`config.mk`:
```
export PLATFORM = sky130hd
export DESIGN_NAME = load_store_unit_flat
export DESIGN_NICKNAME = d
export VERILOG_FILES = /design/src/rtl/cpu19_pkg.sv /design/src/rtl/load_store_unit_if.sv /design/src/rtl/load_store_unit.sv /design/src/flat_wrapper.sv
export SDC_FILE = /design/constraint.sdc
export NUM_CORES = 1
export LEC_CHECK = 0
export CAP_MARGIN = 20
export CORE_MARGIN = 2
export CORE_UTILIZATION = 38
export CTS_BUF_LIST = sky130_fd_sc_hd__clkbuf_8
export DETAILED_ROUTE_END_ITERATION = 16
export HOLD_SLACK_MARGIN = 0.12
export PLACE_DENSITY = 0.76
export SYNTH_ARGS = -nofsm -noshare
export SYNTH_HDL_FRONTEND = slang
export SYNTH_SLANG_ARGS = --single-unit
```
`constraint.sdc`:
```
create_clock -name clk -period 1.6 [get_ports clk]
set_input_delay 0.32 -clock clk [delete_from_list [all_inputs] [get_ports clk]]
set_output_delay 0.32 -clock clk [all_outputs]
set_load 0.02 [all_outputs]
```
`src/rtl/cpu19_pkg.sv`:
```
// Shared CPU19 types and constants: datapath widths, LSU state encoding and op codes.
package cpu19_pkg;

    localparam int DATA_W        = 19;
    localparam int ADDR_W        = 19;
    localparam int LSU_MEM_DEPTH = 512;

    typedef enum logic [1:0] {
        IDLE,
        ACCESS,
        CAPTURE,
        RESP
    } lsu_state_t;

    localparam logic LSU_OP_LOAD  = 1'b0;
    localparam logic LSU_OP_STORE = 1'b1;

endpackage

```
`src/rtl/load_store_unit_if.sv`:
```
// Execute-stage request/response channel plus data-memory pins of the load/store unit.
interface load_store_unit_if;
    import cpu19_pkg::*;

    logic              req_valid;
    logic              req_ready;
    logic              req_store;
    logic [ADDR_W-1:0] req_addr;
    logic [DATA_W-1:0] req_wdata;

    logic              resp_valid;
    logic              resp_ready;
    logic [DATA_W-1:0] resp_rdata;
    logic              resp_err;

    logic [ADDR_W-1:0] mem_addr;
    logic [DATA_W-1:0] mem_wdata;
    logic              mem_write;
    logic              mem_read;
    logic [DATA_W-1:0] mem_rdata;

    // Execute stage: issues requests and consumes responses.
    modport master (
        output req_valid, req_store, req_addr, req_wdata, resp_ready,
        input  req_ready, resp_valid, resp_rdata, resp_err
    );

    // Load/store unit: serves requests and drives the data memory.
    modport slave (
        input  req_valid, req_store, req_addr, req_wdata, resp_ready, mem_rdata,
        output req_ready, resp_valid, resp_rdata, resp_err,
               mem_addr, mem_wdata, mem_write, mem_read
    );

    modport mem (
        input  mem_addr, mem_wdata, mem_write, mem_read,
        output mem_rdata
    );

endinterface

```
`src/rtl/load_store_unit.sv`:
```
// Load/store unit: one request at a time to a synchronous data memory with one-cycle read latency.
//  state   | meaning
//  IDLE    | ready to accept a request
//  ACCESS  | single-cycle read or write strobe to memory
//  CAPTURE | read data returning from memory is registered
//  RESP    | response held until the consumer takes it
module load_store_unit
    import cpu19_pkg::*;
#(
    parameter int MEM_DEPTH = LSU_MEM_DEPTH
) (
    input logic              clk,
    input logic              rst,
    load_store_unit_if.slave bus
);

    lsu_state_t        state_q;
    lsu_state_t        state_d;
    logic              op_q;
    logic [ADDR_W-1:0] addr_q;
    logic [DATA_W-1:0] wdata_q;
    logic [DATA_W-1:0] rdata_q;
    logic              err_q;
    logic              accept;
    logic              out_of_range;

    assign accept       = (state_q == IDLE) && bus.req_valid;
    assign out_of_range = bus.req_addr >= ADDR_W'(MEM_DEPTH);

    always_comb begin
        state_d = state_q;
        case (state_q)
            IDLE:    if (accept) state_d = out_of_range ? RESP : ACCESS;
            ACCESS:  state_d = (op_q == LSU_OP_STORE) ? RESP : CAPTURE;
            CAPTURE: state_d = RESP;
            RESP:    if (bus.resp_ready) state_d = IDLE;
            default: state_d = IDLE;
        endcase
    end

    always_ff @(posedge clk) begin
        if (rst) begin
            state_q <= IDLE;
            op_q    <= LSU_OP_LOAD;
            addr_q  <= '0;
            wdata_q <= '0;
            rdata_q <= '0;
            err_q   <= 1'b0;
        end else begin
            state_q <= state_d;
            if (accept) begin
                op_q    <= bus.req_store;
                rdata_q <= '0;
                err_q   <= out_of_range;
                // Rejected requests leave the memory address/data pins untouched.
                if (!out_of_range) begin
                    addr_q  <= bus.req_addr;
                    wdata_q <= bus.req_wdata;
                end
            end
            if (state_q == CAPTURE) rdata_q <= bus.mem_rdata;
            if (state_q == RESP && bus.resp_ready) err_q <= 1'b0;
        end
    end

    assign bus.req_ready  = (state_q == IDLE);
    assign bus.resp_valid = (state_q == RESP);
    assign bus.resp_rdata = rdata_q;
    assign bus.resp_err   = err_q;
    assign bus.mem_addr   = addr_q;
    assign bus.mem_wdata  = wdata_q;
    assign bus.mem_write  = (state_q == ACCESS) && (op_q == LSU_OP_STORE);
    assign bus.mem_read   = (state_q == ACCESS) && (op_q == LSU_OP_LOAD);

endmodule
```
`src/flat_wrapper.sv`:
```
// flat-port wrapper written by rule: the top's interface ports become plain ports
module load_store_unit_flat import cpu19_pkg::*;
#(
    parameter int MEM_DEPTH = LSU_MEM_DEPTH
)
  (clk, rst, bus_req_valid, bus_req_store, bus_req_addr, bus_req_wdata, bus_resp_ready, bus_mem_rdata, bus_req_ready, bus_resp_valid, bus_resp_rdata, bus_resp_err, bus_mem_addr, bus_mem_wdata, bus_mem_write, bus_mem_read);
  load_store_unit_if bus_i ();
  input logic clk;
  input logic rst;
  input wire logic [$bits(bus_i.req_valid)-1:0] bus_req_valid;
  input wire logic [$bits(bus_i.req_store)-1:0] bus_req_store;
  input wire logic [$bits(bus_i.req_addr)-1:0] bus_req_addr;
  input wire logic [$bits(bus_i.req_wdata)-1:0] bus_req_wdata;
  input wire logic [$bits(bus_i.resp_ready)-1:0] bus_resp_ready;
  input wire logic [$bits(bus_i.mem_rdata)-1:0] bus_mem_rdata;
  output wire logic [$bits(bus_i.req_ready)-1:0] bus_req_ready;
  output wire logic [$bits(bus_i.resp_valid)-1:0] bus_resp_valid;
  output wire logic [$bits(bus_i.resp_rdata)-1:0] bus_resp_rdata;
  output wire logic [$bits(bus_i.resp_err)-1:0] bus_resp_err;
  output wire logic [$bits(bus_i.mem_addr)-1:0] bus_mem_addr;
  output wire logic [$bits(bus_i.mem_wdata)-1:0] bus_mem_wdata;
  output wire logic [$bits(bus_i.mem_write)-1:0] bus_mem_write;
  output wire logic [$bits(bus_i.mem_read)-1:0] bus_mem_read;
  assign bus_i.req_valid = bus_req_valid;
  assign bus_i.req_store = bus_req_store;
  assign bus_i.req_addr = bus_req_addr;
  assign bus_i.req_wdata = bus_req_wdata;
  assign bus_i.resp_ready = bus_resp_ready;
  assign bus_i.mem_rdata = bus_mem_rdata;
  assign bus_req_ready = bus_i.req_ready;
  assign bus_resp_valid = bus_i.resp_valid;
  assign bus_resp_rdata = bus_i.resp_rdata;
  assign bus_resp_err = bus_i.resp_err;
  assign bus_mem_addr = bus_i.mem_addr;
  assign bus_mem_wdata = bus_i.mem_wdata;
  assign bus_mem_write = bus_i.mem_write;
  assign bus_mem_read = bus_i.mem_read;
  load_store_unit #(.MEM_DEPTH(MEM_DEPTH)) u_core (.clk(clk), .rst(rst), .bus(bus_i));
endmodule
```
Yosys cells after proc, flatten, opt, wreduce, memory -nomap -nowiden --
Index checks and enable logic that the tools add are counted.
Operators by class: $add $sub $neg 0, multiply operators 0, divide/modulo/power cells 0, $lt $le $gt $ge 1, equal/unequal tests 5, shift operators 0, mux-type cells 7, bitwise logic cells 2, reduce and logical (&&, ||, !) cells 9
Operators with widths (number):
- 19-bit 2-to-1 mux | 2
- 19-bit by 10-bit >= comparator with 1-bit output (second input constant) | 1
- 2-bit case mux with 4 select lines | 1
- 2-bit 2-to-1 mux | 3
- 2-bit equality test (second input constant) | 2
- 1-bit logical AND | 4
- 2-bit AND reduction | 2
- 2-bit by 1-bit equality test with 1-bit output (second input constant) | 1
- 2-bit zero test | 1
- 2-bit by 1-bit != test with 1-bit output (second input constant) | 1
- 2-bit != test (second input constant) | 1
- 1-bit NOT | 2
- 2-bit nonzero test | 1
- 2-bit OR reduction | 1
- 1-bit 2-to-1 mux | 1
Storage, ports and cells: register bits 61, latch bits 0, bits in writable memories 0, ROM bits 0, output and inout port bits 62, memories 0

Longest topological paths before layout --
Gate-level depths: netlist of run 1.
depth after elaboration 4, mapped depth 8, mapped depth without buffers 5

Worst setup path after synthesis of run 1 --
OpenSTA, ideal clock, no wires.
path kind register to register, start point reg u_core.state_q[1], end point reg u_core.addr_q[9] (netlist: u_core.bus.mem_addr[9]), library setup time 0.129 ns, arrival time 1.558 ns, required time 1.471 ns, path slack -0.087 ns, cell stages (with the launch flop) 9, clock period less this slack 1.687 ns, cell sequence dfxtp_1 > inv_1 > ha_1 > nand2_2 > and4b_1 > buf_6 > buf_12 > buf_12 > nor3b_2
Between the ends: word-level cells in the longest chain between the ends 3
RTL lines:
- start, declared | RTL line load_store_unit.sv:17 | lsu_state_t state_q;
- start signal, assigned | RTL line load_store_unit.sv:50 | state_q <= state_d;
- 2-bit zero test
- named net bus_req_ready | RTL line flat_wrapper.sv:16 | output wire logic [$bits(bus_i.req_ready)-1:0] bus_req_ready;
- 1-bit logical AND | RTL line load_store_unit.sv:27 | assign accept = (state_q == IDLE) && bus.req_valid;
- 2-bit AND reduction (no source line)
- end signal, assigned | RTL line load_store_unit.sv:57 | addr_q <= bus.req_addr;
- end, declared | RTL line load_store_unit.sv:20 | logic [ADDR_W-1:0] addr_q;
The timed path passes the listed nets, and every way through them passes these cells. A chain may end at the register's enable or synchronous reset.

Worst setup path in the final report of run 1 --
start point in bus_req_addr[12], end point reg u_core.wdata_q[3] (netlist: u_core.bus.mem_wdata[3])
Between the ends: word-level cells in the longest chain between the ends 3
RTL lines:
- start, declared | RTL line flat_wrapper.sv:12 | input wire logic [$bits(bus_i.req_addr)-1:0] bus_req_addr;
- 19-bit by 10-bit >= comparator with 1-bit output | RTL line load_store_unit.sv:28 | assign out_of_range = bus.req_addr >= ADDR_W'(MEM_DEPTH);
- 1-bit NOT (no source line)
- 2-bit AND reduction (no source line)
- end signal, assigned | RTL line load_store_unit.sv:58 | wdata_q <= bus.req_wdata;
- end, declared | RTL line load_store_unit.sv:21 | logic [DATA_W-1:0] wdata_q;
Every way passes these cells.

==> results of run 1 <==
==> metrics by stage <==
| stage | utilization | power, µW | std cells | instance area [µm²] | setup WS, ns |
|---|---|---|---|---|---|
| 6_report | 0.6328 | 4309 | 483 | 4275 | 0.001426 |
| 5_1_grt | 0.6328 | 4562 | 483 | 4275 | -0.03083 |
| 4_1_cts | 0.6070 | 4287 | 476 | 4101 | -0.008608 |
| 3_5_place_dp | 0.5911 | 3169 | 462 | 3994 | -0.3279 |
| 3_3_place_gp | 0.5911 | 3133 | 462 | 3994 | -0.2175 |
| 2_1_floorplan | - | 2467 | 262 | 2643 | 0.01946 |
==> flip-flops by register name, summed over array words and instances (netlist names) <==
register and flops:
u_core.bus.mem_addr 19, u_core.bus.resp_err 1, u_core.bus.mem_wdata 19, u_core.op_q 1
u_core.bus.resp_rdata 19, u_core.state_q 2
==> critical path: stages <==
cell	delay, ns
clkdlybuf4s50_1	0.41
nor4_2	0.33
and4b_4	0.41
buf_8	0.17
mux2i_1	0.20
==> area by class of cell <==
class / instances / share of cell area
clock buffer: 11 / 0.03541
clock inverter: 3 / 0.003219
inverter: 2 / 0.002341
multi-input combinational: 178 / 0.3082
sequential: 61 / 0.2868
tap: 80 / 0.02341
timing repair buffer: 148 / 0.3407
==> synth_stat cells (all sizes together) (2+ instances only) <==
library cell	number	area [µm²]
nor2	4	15.01
nand3b	19	142.6
inv	2	7.510
buf	7	83.83
mux2i	28	280.3
or4	2	15.01
clkbuf	14	52.55
ha	4	50.05
nor2b	3	18.77
a21oi	22	110.1
dfxtp	61	1221
nor4	2	25.02
nand2b	56	350.3
nand2	21	81.33
nor3b	10	125.1
==> kinds of logic after synthesis <==
kind of cell | Yosys count | synth area share
buffers and inverters | 23 | 0.05450
adders and majority gates | 4 | 0.01896
muxes | 28 | 0.1062
AOI/OAI and AO/OA | 25 | 0.05356
and+or+nand+nor | 121 | 0.3043
DFF | 61 | 0.4626
==> where the power goes <==
part	switching, µW	internal [µW]
combinational	683	713
sequential	83.0	1660
clock	551	618
total	1320	2990
==> worst min path at each step <==
stage	start	end	slack, ns	cells after the start
after floorplan	bus_resp_ready	u_core.bus.resp_err	0.42	1
after global placement	u_core.bus.mem_wdata[17]	u_core.bus.mem_wdata[17]	0.46	2
after detailed placement	u_core.bus.mem_wdata[16]	u_core.bus.mem_wdata[16]	0.46	2
after CTS	rst	u_core.state_q[1]	0.30	3
after global routing	rst	u_core.state_q[1]	0.34	3
final	rst	u_core.state_q[1]	0.34	3
==> layout by cell type, fill, tap and decap left out, types with 2 or more instances in the layout <==
cell and count:
buf_2 2, nor2_1 4, clkdlybuf4s50_1 60, dlymetal6s2s_1 12
buf_8 2, dlygate4sd2_1 46, clkbuf_16 2, mux2i_1 28
clkbuf_8 11, buf_12 2, a21oi_1 22, dfxtp_1 59
nand2_1 20, ha_1 2, nor2b_2 2, clkinv_2 2
nor3b_2 10, nand2b_1 56, nand3b_1 19, nor4_2 2
buf_4 20
==> timing repair <==
action / 4_1_cts / 5_1_grt
setup buffers: 0 / 4
pin swaps: 0 / 4
gates cloned: 0 / 3
hold endpoints to repair: 0 / 0
gates resized for setup: 65 / 29
endpoints found under the setup margin: 65 / 32
==> routing by layer <==
layer	GRT usage	vias up	routed length (µm)
met2	0.2679	72	3362
li1	-	1148	-
met4	0.08951	0	166
met1	0.2014	1036	2822
met5	0	-	0
met3	0.05308	15	385
==> impl_metrics.env, run 1 <==
export IMPL_outcome="finished, final reports clean"
export IMPL_cts_hold_buffers=0
export IMPL_cp_arrival_ns=1.86
export IMPL_diodes=0
export IMPL_regArea_um2=1226
export IMPL_cp_endpoint="u_core.bus.mem_wdata[3]"
export IMPL_port_buffers=123
export IMPL_p_per_area_nw_per_um2=1008
export IMPL_die_area_um2=7630
export IMPL_worstSetupStartpoint="bus_req_addr[12]"
export IMPL_clk_path_buf_depth=2
export IMPL_routabilityCongestion=0.8004
export IMPL_area_growth_pct=61.94
export IMPL_synth_ff_type="dfxtp_1"
export IMPL_numClockSinks=61
export IMPL_antenna_found_initial=0
export IMPL_max_freq_mhz=625.6
export IMPL_drv_slew=0
export IMPL_drt_iter0_drc=51
export IMPL_ios=124
export IMPL_hold_slack_ns=0.3388
export IMPL_grt_max_degree=39
export IMPL_finalSetupTns_ns=0
export IMPL_cp_required_ns=1.86
export IMPL_syn_area_per_cell_um2=10.08
export IMPL_grt_pass1_wl_um=9949
export IMPL_multiInputGateArea_um2=1318
export IMPL_cp_start_kind="primary input"
export IMPL_fin_crit_ns=1.599
export IMPL_drt_wirelength_per_cell_um=13.95
export IMPL_finalCritPeriodShare=0.9991
export IMPL_insertion_delay_ns=0.33
export IMPL_r2r_slack_ns=0.03
export IMPL_regToRegStartpoint="u_core.state_q[0]"
export IMPL_clk_pin_slew_ns=0.06
export IMPL_ir_drop_mv=0.6262
export IMPL_rsz0062_at_grt="true"
export IMPL_num_nets_final=466
export IMPL_crit_path_end_kind="register"
export IMPL_cts_root_buffer="clkbuf_8"
export IMPL_synth_edf_count=0
export IMPL_grt_use_total=0.1682
export IMPL_synth_net_count=328
export IMPL_postRouteAntennaNets=0
export IMPL_h_tree_depth=3
export IMPL_start_util=0.3907
export IMPL_cts_buffers=9
export IMPL_die_x_um=87.35
export IMPL_synth_cells=262
export IMPL_final_hold_viol_count=0
export IMPL_num_rows=30
export IMPL_yosys_cell_types_count=25
export IMPL_first_pass_iters=4
export IMPL_fillers=595
export IMPL_ys_ff_latch=61
export IMPL_synthArstFlopShare=0
export IMPL_synth_warnings=0
export IMPL_core_area_um2=6756
export IMPL_relSlewSlack=0.7756
export IMPL_ys_seq_area_frac=0.4626
export IMPL_cap_viol_max_count=0
export IMPL_routed_wl_um=6736
export IMPL_viasPerCell=4.702
export IMPL_via_count=2271
export IMPL_worst_pin_slew_ns=0.3367
export IMPL_syn_area_um2=2640
export IMPL_r2r_cells=6
export IMPL_hold_path_class="primary input to register"
export IMPL_fin_skew_ns=0.006844
export IMPL_r2r_end="u_core.bus.mem_wdata[3]"
export IMPL_drc=0
export IMPL_cp_max_fo=7
export IMPL_cts_tree="yes"
export IMPL_criticalPathCategory="primary input to register"
export IMPL_gr_total_overflow=0
export IMPL_leakagePower_uw=0.001973
export IMPL_grt_pass1_vias=2134
export IMPL_die_height_um=87.35
export IMPL_drive_gt1_frac=0.1712
export IMPL_setup_viol=0
export IMPL_dpl_hpwl_um=4708
No activity file was read; power rests on OpenSTA's default activity.
==> run 2: changes to the inputs <==
- GPL_ROUTABILITY_DRIVEN: not set -> 0
==> results of run 2 <==
Same layout as run 1: the final DEF is identical, and so are final timing and power.
==> run 3: changes to the inputs <==
- ABC_AREA: not set -> 1
- CORE_ASPECT_RATIO: not set -> 1.25
- CORE_UTILIZATION: 38 -> 39
- PLACE_DENSITY: 0.76 -> 0.77
==> run 3 against run 2 <==
First-iteration DRC count up 73%. Combinational power rose by 6%. Wire length is 8.5% higher. Critical path depth shrank 1. Non-clock buffer count fell by 5. Synthesized cell count increased by 55%. Largest cell class unchanged.
==> impl_metrics.env, run 3 <==
export IMPL_synthArstFlopShare=0
export IMPL_cap_viol_max_count=0
export IMPL_cts_buffers=9
export IMPL_drt_wirelength_per_cell_um=11.57
export IMPL_cts_tree="yes"
export IMPL_drv_slew=0
export IMPL_leakagePower_uw=0.002252
export IMPL_fillers=650
export IMPL_insertion_delay_ns=0.34
export IMPL_ir_drop_mv=0.9267
export IMPL_core_area_um2=6892
export IMPL_relSlewSlack=0.7918
export IMPL_drt_iter0_drc=88
export IMPL_synthAdderAreaFrac=0.01816
export IMPL_hold_slack_ns=0.4341
export IMPL_syn_area_um2=2756
export IMPL_place_area_um2=4159
export IMPL_power_uw=4919
export IMPL_syn_area_per_cell_um2=6.772
export IMPL_cp_arrival_ns=1.19
export IMPL_ios=124
export IMPL_pwr_share_clk=0.343
export IMPL_crit_family="flip-flops"
export IMPL_fin_crit_ns=1.514
export IMPL_cpMaxStageDelayCell="dfxtp_1"
export IMPL_die_area_um2=7761
export IMPL_worst_pin_slew_ns=0.3117
export IMPL_synth_net_count=473
export IMPL_synth_simple_gate_area_frac=0.3064
export IMPL_yosysMostFrequentCell="inv_1"
export IMPL_finalSetupTns_ns=0
export IMPL_max_freq_mhz=660.5
export IMPL_synth_xor_area_frac=0
export IMPL_r2r_slack_ns=0.18
export IMPL_rsz0062_at_grt="false"
export IMPL_final_common_cell="inv_1"
export IMPL_synth_edf_count=0
export IMPL_synth_top_cell_by_area="dfxtp_1"
export IMPL_final_hold_viol_count=0
export IMPL_area_growth_pct=56.92
export IMPL_first_pass_iters=4
export IMPL_routed_wl_um=7310
export IMPL_cts_root_buffer="clkbuf_8"
export IMPL_setup_viol=0
export IMPL_criticalPathCategory="register to output pin"
export IMPL_via_count=2828
export IMPL_crit_path_end_kind="output pin"
export IMPL_grt_max_degree=30
export IMPL_critical_path_buf_inv_count=2
export IMPL_die_height_um=98.00
export IMPL_placed_cells=617
export IMPL_clk_path_buf_depth=2
export IMPL_p_sw_frac=0.3123
export IMPL_viasPerCell=4.475
export IMPL_synth_cells=407
export IMPL_num_rows=34
export IMPL_synth_top_cell_area_share=0.4430
export IMPL_p_per_area_nw_per_um2=1137
export IMPL_cp_start_kind="register"
export IMPL_synth_warnings=0
export IMPL_most_common_layout_cells="inv_1, nand2_1, clkdlybuf4s50_1, dfxtp_1, dlygate4sd2_1"
export IMPL_numClockSinks=61
export IMPL_h_tree_depth=3
export IMPL_yosys_mux_area_fraction=0
export IMPL_ys_ff_latch=61
export IMPL_die_x_um=79.20
export IMPL_ys_seq_area_frac=0.4430
export IMPL_synth_top_family_by_area="simple AND/OR/NAND/NOR gates"
export IMPL_cp_max_fo=3
export IMPL_yosys_cell_types_count=21
export IMPL_crit_path_cell_trace="ha_1, inv_1, nor2_1, buf_4"
export IMPL_drc=0
export IMPL_hold_path_class="register to register"
export IMPL_seqPwrFrac=0.354
export IMPL_outcome="finished, final reports clean"
export IMPL_diodes=0
export IMPL_finalCritPeriodShare=0.9462
export IMPL_post_cts_repair_setup_buffers=0
export IMPL_power_frac_comb=0.303
export IMPL_fin_skew_ns=0.004816
export IMPL_postRouteAntennaNets=0
export IMPL_gr_total_overflow=0
export IMPL_synth_ff_type="dfxtp_1"
export IMPL_grt_pass1_wl_um=12450
export IMPL_cp_required_ns=1.28
export IMPL_dpl_hpwl_um=5526
export IMPL_fin_area_um2=4325
export IMPL_drive_gt1_frac=0.08672
export IMPL_num_nets_final=604
export IMPL_cp_slowest_stage_delay_ns=0.38
export IMPL_clk_pin_slew_ns=0.07
export IMPL_synth_common_cells="inv_1, nand2_1, dfxtp_1, nor2_1, nand4_1"
export IMPL_grt_use_total=0.1992
export IMPL_start_util=0.4000
export IMPL_p_int_uw=3382
export IMPL_finalNonFillerCells=632
export IMPL_port_buffers=123
export IMPL_antenna_found_initial=0
export IMPL_synth_area_leaders="dfxtp_1, inv_1, nand2_1"
export IMPL_synth_compound_area_frac=0.04812
export IMPL_grt_pass1_vias=2896
export IMPL_switchingPower_uw=1536
-- run 3: changes by cell type in the layout (fill, tap and decap cells not counted), moves of 11 or more --
cell | previous run | this run
nand3b_1 | 19 | 0
dlymetal6s2s_1 | 12 | 1
inv_1 | 1 | 98
dlygate4sd2_1 | 46 | 57
nand4_1 | 0 | 28
nand2b_1 | 56 | 0
nor2_1 | 4 | 44
nand3_1 | 1 | 20
mux2i_1 | 28 | 0
nand2_1 | 20 | 95
-- run 3: worst register-to-register path, cell delays in order, from the launching register on --
cell	delay (ns)
dfxtp_1	0.34
inv_1	0.09
ha_2	0.21
nand2_1	0.08
inv_2	0.13
buf_4	0.19
nor2_1	0.05
a211oi_1	0.16
nand2_1	0.08
inv_1	0.05
-- run 3: per-stage QoR --
step	setup WS, ns	util
finish	0.08600	0.6276
detailed placement	-0.1579	0.6035
global route	0.01900	0.6276
CTS	0.0006302	0.6260
global placement	-0.1028	0.6035
floorplan	0.03230	-
-- run 3: cell type report --
| type | count | area, µm² | area share |
|---|---|---|---|
| repair buffers | 143 | 1333 | 0.3081 |
| clock inverters | 4 | 95.09 | 0.02198 |
| well taps | 90 | 112.6 | 0.02603 |
| multi-input cells | 222 | 1030 | 0.2381 |
| clock buffers | 11 | 151.4 | 0.03500 |
| flip-flops and latches | 61 | 1221 | 0.2823 |
| inverters | 101 | 382.9 | 0.08852 |
-- run 3: repair_timing --
action	4_1_cts	5_1_grt
setup endpoints to repair	61	38
pin swaps	0	0
hold buffers	0	0
cloned	0	0
resized for setup	73	6
-- run 3: cells by family after synthesis --
family	after synthesis
AND/OR/NAND/NOR	192
buffers and inverters	124
flip-flops	61
AO/OA/AOI/OAI	26
adder cells (fa/ha/maj)	4
-- run 3: worst paths after layout --
kind	startpoint	to	depth (start not counted)
max	u_core.state_q[0]	bus_mem_read	4
min	u_core.bus.mem_addr[13]	u_core.bus.mem_addr[13]	2
max reg2reg	u_core.state_q[0]	u_core.bus.resp_err	9
min reg2reg	u_core.bus.mem_addr[13]	u_core.bus.mem_addr[13]	2
-- run 3: layer usage --
metal	part of all wire	track usage
met1	0.40	0.2139
met2	0.49	0.3455
met3	0.10	0.07856
met4	0.014	0.08090
met5	0	0
-- run 3: power by group through the flow --
stage | sequential (µW) | combinational (µW) | clock [µW]
after floorplan | 1900 | 711 | 0
after global placement | 1770 | 1560 | 0
after detailed placement | 1770 | 1580 | 0
after CTS | 1740 | 1480 | 1720
after global routing | 1760 | 1650 | 1800
final | 1740 | 1490 | 1690
